### src/rtl/qinj_fanout_seq.sv
// qinj_fanout_seq: charge-injection fan-out sequencer.
// A fast-command trigger starts a programmable delay. The per-pixel
// injection pulses then go out group by group, with a programmable width
// and a programmable stagger between group start times.
module qinj_fanout_seq #(
  parameter int N_PIX   = 256,
  parameter int N_GROUP = 16,
  parameter int DLY_W   = 5,
  parameter int PW_W    = 4,
  parameter int STG_W   = 3,
  parameter int CNT_W   = 16
) (
  input  logic             clk,
  input  logic             RSTn,
  input  logic             qinj_trig,
  input  logic [DLY_W-1:0] delay_cfg,
  input  logic [PW_W-1:0]  width_cfg,
  input  logic [STG_W-1:0] stagger_cfg,
  input  logic [N_PIX-1:0] pix_en,
  output logic [N_PIX-1:0] qinj_out,
  output logic             busy,
  output logic             done,
  output logic             overrun,
  output logic [CNT_W-1:0] pulse_cnt,
  input  logic             clr_stat
);

  localparam int GRP_SZ = N_PIX / N_GROUP;
  // Time base wide enough for the longest sequence plus one spare bit, so t never wraps.
  localparam int T_W    = $clog2((N_GROUP - 1) * (2**STG_W - 1) + 2**PW_W) + 1;

  typedef enum logic [1:0] {IDLE, DELAY, FIRE, DONE} state_e;

  state_e             state_q;
  logic [DLY_W-1:0]   cnt_q;
  logic [T_W-1:0]     t_q;
  logic [T_W-1:0]     t_last;
  logic [PW_W-1:0]    w_q;
  logic [STG_W-1:0]   s_q;
  logic [N_PIX-1:0]   en_q;
  logic [N_PIX-1:0]   out_q;
  logic [N_PIX-1:0]   fire_d;
  logic               busy_q;
  logic               done_q;
  logic               overrun_q;
  logic [CNT_W-1:0]   pulse_cnt_q;
  logic               trig_acc;

  // Group g is active while g*S <= t < g*S + W.
  function automatic logic grp_on(input logic [T_W-1:0]   g,
                                  input logic [T_W-1:0]   t,
                                  input logic [STG_W-1:0] s,
                                  input logic [PW_W-1:0]  w);
    logic [T_W-1:0] st;
    st = g * T_W'(s);
    return (t >= st) && (t < st + T_W'(w));
  endfunction

  assign trig_acc = qinj_trig && (state_q == IDLE);

  // Last time step of the sequence: (N_GROUP-1)*S + W - 1.
  assign t_last = T_W'(N_GROUP - 1) * T_W'(s_q) + T_W'(w_q) - T_W'(1);

  // Latch the configuration when a trigger is accepted; the running sequence uses only these copies.
  always_ff @(posedge clk) begin
    if (trig_acc) begin
      w_q  <= (width_cfg == '0) ? PW_W'(1) : width_cfg;
      s_q  <= stagger_cfg;
      en_q <= pix_en;
    end
  end

  // Next pulse pattern for the current time step, masked by the latched enables.
  always_comb begin
    fire_d = '0;
    for (int g = 0; g < N_GROUP; g++) begin
      if (grp_on(T_W'(g), t_q, s_q, w_q)) begin
        fire_d[g*GRP_SZ +: GRP_SZ] = en_q[g*GRP_SZ +: GRP_SZ];
      end
    end
  end

  // Sequencer FSM with registered pulse, busy and done outputs.
  always_ff @(posedge clk or negedge RSTn) begin
    if (!RSTn) begin
      state_q <= IDLE;
      cnt_q   <= '0;
      t_q     <= '0;
      out_q   <= '0;
      busy_q  <= 1'b0;
      done_q  <= 1'b0;
    end else begin
      done_q <= 1'b0;
      out_q  <= '0;
      case (state_q)
        IDLE: begin
          if (qinj_trig) begin
            busy_q  <= 1'b1;
            t_q     <= '0;
            cnt_q   <= delay_cfg;
            state_q <= (delay_cfg == '0) ? FIRE : DELAY;
          end
        end
        DELAY: begin
          // Leaving on count 1 keeps group 0's first high cycle at trigger edge + 1 + D.
          if (cnt_q == DLY_W'(1)) begin
            state_q <= FIRE;
            t_q     <= '0;
          end else begin
            cnt_q <= cnt_q - DLY_W'(1);
          end
        end
        FIRE: begin
          out_q <= fire_d;
          t_q   <= t_q + T_W'(1);
          if (t_q == t_last) begin
            state_q <= DONE;
          end
        end
        DONE: begin
          state_q <= IDLE;
          busy_q  <= 1'b0;
          done_q  <= 1'b1;
        end
        default: state_q <= IDLE;
      endcase
    end
  end

  // Sticky overrun flag and saturating sequence counter; a clear takes priority over any update.
  always_ff @(posedge clk or negedge RSTn) begin
    if (!RSTn) begin
      overrun_q   <= 1'b0;
      pulse_cnt_q <= '0;
    end else begin
      if (clr_stat) begin
        overrun_q <= 1'b0;
      end else if (qinj_trig && (state_q != IDLE)) begin
        overrun_q <= 1'b1;
      end
      if (clr_stat) begin
        pulse_cnt_q <= '0;
      end else if ((state_q == DONE) && (pulse_cnt_q != '1)) begin
        pulse_cnt_q <= pulse_cnt_q + CNT_W'(1);
      end
    end
  end

  assign qinj_out  = out_q;
  assign busy      = busy_q;
  assign done      = done_q;
  assign overrun   = overrun_q;
  assign pulse_cnt = pulse_cnt_q;

endmodule

### config.mk
export PLATFORM = sky130hd
export DESIGN_NAME = qinj_fanout_seq
export DESIGN_NICKNAME = d
export VERILOG_FILES = /design/src/rtl/qinj_fanout_seq.sv
export SDC_FILE = /design/constraint.sdc
export NUM_CORES = 1
export LEC_CHECK = 0
export CORE_ASPECT_RATIO = 1.1
export CORE_MARGIN = 2
export CORE_UTILIZATION = 25
export DETAILED_ROUTE_END_ITERATION = 6
export PLACE_DENSITY_LB_ADDON = 0.05
export SKIP_LAST_GASP = 1
export SYNTH_ARGS = -nofsm -noshare
export SYNTH_HDL_FRONTEND = slang
export SYNTH_SLANG_ARGS = --single-unit
### constraint.sdc
create_clock -name clk -period 10.3 [get_ports clk]
set_input_delay 3.09 -clock clk [delete_from_list [all_inputs] [get_ports clk]]
set_output_delay 3.09 -clock clk [all_outputs]
set_load 0.1 [all_outputs]
==> metrics.md <==
| Metric | Value |
|---|---|
| Outcome | `completed` |
| Initial antenna violation count | `8` |
| First-pass GRT wire length | `98200 um` |
| Post-Syn Area | `22700 um^2` |
| # rows | `115` |
| Die span in y | `320 um` |
| Total negative slack | `0 ps` |
| Input/output buffers | `546` |
| CTS-repair resized insts | `0` |
| Die ar. | `93200 um^2` |
| Unrepaired setup endpoints after global routing | `false` |
| Critical path depth | `1` |
| VDD IR-drop max | `0.115 mV` |
| Hold depth | `1` |
| Root buf cell | `clkbuf_16` |
| MaxCap Viol Count | `0` |
| Crit. Startpoint | `pulse_cnt[7]` |
| Setup Viol. Count Final | `0` |
| Average size of a mapped cell | `14.6 um^2` |
| Post-Syn Nets | `2013` |
| Layout cell share with drive strength beyond 1 | `7.33%` |
| Final period util | `51.8%` |
| Register area | `15200 um^2` |
| Clock latency at the later pin of the worst-skew pair | `610 ps` |
| Routed Antenna Nets | `0` |
| Type of origin of the critical path | `flip-flop` |
| Leak | `13.3 nW` |
| Fin nets | `2619` |
| Minimum clock period | `5330 ps` |
| Area of the multi-input gates | `7250 um^2` |
| Die Wd | `291 um` |
| CP Max Fanout | `5` |
| FMAX | `187 MHz` |
| Routability congestion estimate | `0.761` |
| Fillers | `8672` |
| PD cells | `152 nW/um^2` |
| Htree depth | `3` |
| Worst EP arrival | `2240 ps` |
| Starting DRC count in detailed routing | `459` |
| Postcts setup bufs | `0` |
| Mux share of post-synthesis cell area | `0.110%` |
| CP top delay family | `buffers and inverters` |
| Vias | `13900` |
| Post-Synth Adder-Cell Area | `10.8%` |
| R2R Path Start | `s_q[0]` |
| Total CTS buffers | `67` |
| # IOs | `547` |
| Flops & latches, synth | `553` |
| Post-Synth Simple-Gate Area | `11.1%` |
| Post-synthesis instance total | `1553` |
| Synth unique cells | `71` |
| Type of destination of the critical path | `primary output` |
| Fraction of the mapped netlist area in compound gates | `6.67%` |
| Slowest-stage cell, CP | `clkdlybuf4s50_1` |
| Vias in the first global route | `14900` |
| Post-Route WL | `65600 um` |
| Worst Skew | `23.7 ps` |
| Initial Utilization | `25.3%` |
| Max transition margin | `19.9%` |
| Detailed placement HPWL | `46400 um` |
| Transition time of the tightest slew-check pin | `1200 ps` |
| Worst r2r path cells | `13` |
| CTS tree | `built` |
| # clock sinks | `553` |
| Max incr delay on CP | `1210 ps` |
| Drt wl/cell | `19.4 um` |
| Post-Synth XOR/XNOR Area | `2.89%` |
| Worst setup margin | `4970 ps` |
| Crit path cell chain | `clkdlybuf4s50_1` |
| Drt drc | `0` |
| Layout area overhead | `41.3%` |
| Final Max Tran Viols | `0` |
| Clk buf depth | `3` |
| GRT overflow | `0` |
| Final Hold Vio Count | `0` |
| Largest family of logic cells by synthesized area | `simple AND/OR/NAND/NOR gates` |
| Setup WS pre-CTS | `4710 ps` |
| Ys async rst share | `52.4%` |
| Reg-to-reg endpoint | `qinj_out[240]` |
| Post-synth EDFFs | `263` |
| Warnings, synthesis | `0` |
| DR pass1 iterations | `4` |
| R2r setup slk | `5200 ps` |
| Sequential element share of the synthesized area | `66.8%` |
| Hold Crit Class | `reg2reg` |
| Synth Flop Type | `dfrtp_1` |
| Worst-path clk slew | `60 ps` |
| Largest net degree at the start of global routing | `155` |
| Core Area | `89600 um^2` |
| Critical Path End | `pulse_cnt[7]` |
| Global Route Usage Sum | `14.2%` |
| # hold bufs at CTS | `0` |
| CP Buf/Inv Count | `1` |
| Vias per cell | `4.11` |
| Critical path class | `reg2out` |
| WP data required | `7210 ps` |
power breakdown:
| part | switching (mW) | internal, mW | leakage, nW |
|---|---|---|---|
| Combinational | 0.0425 | 0.0911 | 5.89 |
| Clock | 0.943 | 1.48 | 1.11 |
| Sequential | 0.000166 | 2.32 | 6.27 |
cells in the mapped netlist, drive strengths merged (19+ instances only):
| master | n | share of area (%) |
|---|---|---|
| a21o | 75 | 2.5 |
| a21oi | 44 | 0.99 |
| and2 | 258 | 7.1 |
| clkbuf | 31 | 0.53 |
| dfrtp | 290 | 32 |
| edfxtp | 263 | 35 |
| ha | 175 | 9.6 |
| inv | 59 | 0.98 |
| nand2 | 36 | 0.61 |
| nand3 | 20 | 0.46 |
| nor2 | 37 | 0.61 |
| nor2b | 19 | 0.52 |
| o21ai | 44 | 0.97 |
| xnor2 | 42 | 1.7 |
| xor2 | 26 | 1.0 |
cells in the final DEF (no fill, tap or decap), types with 8 or more instances in the layout:
cell type and n:
clkinv_2 8, clkbuf_8 14, dfrtp_1 290, o21ai_0 43, nor2b_1 19, inv_1 57, buf_4 23, nand2b_1 16
fa_1 13, nand2_1 35, a21oi_1 43, xnor2_1 40, clkbuf_1 15, a21o_1 75, xor2_1 26, edfxtp_1 263
or3_1 11, nor2_1 37, clkdlybuf4s50_1 545, ha_1 175, nand3_1 19, and2_1 257, nor3_1 9, clkbuf_16 67
worst min-delay path by stage:
stage / start / slack, ps / endpoint
finish: en_q[148] / 420 / qinj_out[148]
global route: en_q[148] / 440 / qinj_out[148]
CTS: en_q[148] / 410 / qinj_out[148]
detailed placement: en_q[135] / 430 / qinj_out[135]
global placement: en_q[9] / 430 / qinj_out[9]
floorplan: en_q[245] / 430 / qinj_out[245]
state kept, by name (all words and copies together) (netlist names):
signal / cells
busy: 1
cnt_q: 5
done: 1
en_q: 256
overrun: 1
pulse_cnt: 16
qinj_out: 256
s_q: 3
state_q: 2
t_q: 8
w_q: 4
cell type report:
cell class | instances | share of cell area, %
Tap cell | 1170 | 4.56
Timing Repair Buffer | 571 | 17.7
Clock buffer | 96 | 6.00
Antenna cell | 5 | 0.0390
Clock inverter | 25 | 1.10
Inverter | 60 | 0.702
Sequential cell | 553 | 47.3
Multi-Input combinational cell | 906 | 22.6
per-layer routing:
| layer | global-route usage (%) | part of all wire [%] | vias up | wire length [um] |
|---|---|---|---|---|
| met2 | 25.8 | 53 | 343 | 35000 |
| li1 | - | - | 6666 | - |
| met1 | 15.4 | 38 | 6798 | 24600 |
| met5 | 0 | 0.020 | - | 13 |
| met4 | 5.69 | 2.8 | 2 | 1840 |
| met3 | 3.94 | 6.3 | 91 | 4170 |
logic make-up after synthesis:
family,count (synthesis)
buffers and inverters,94
muxes,2
AOI/OAI and AO/OA,212
DFF,553
xor gates and xnor gates,70
adders and majority gates,189
and+or+nand+nor,433
stage by stage:
step                      power (mW)  util [%]  cell area, um^2  std cells  hold slack [ps]
after global placement          2.50      33.2            29800       3260              428
after detailed placement        2.50      33.2            29800       3260              432
after CTS                       4.98      35.8            32100       3381              413
after floorplan                 2.36         -            22700       1553              427
after global routing            5.08      35.8            32100       3385              436
final                           4.88      35.8            32100       3386              419
Power figures use the tool's default switching activity.
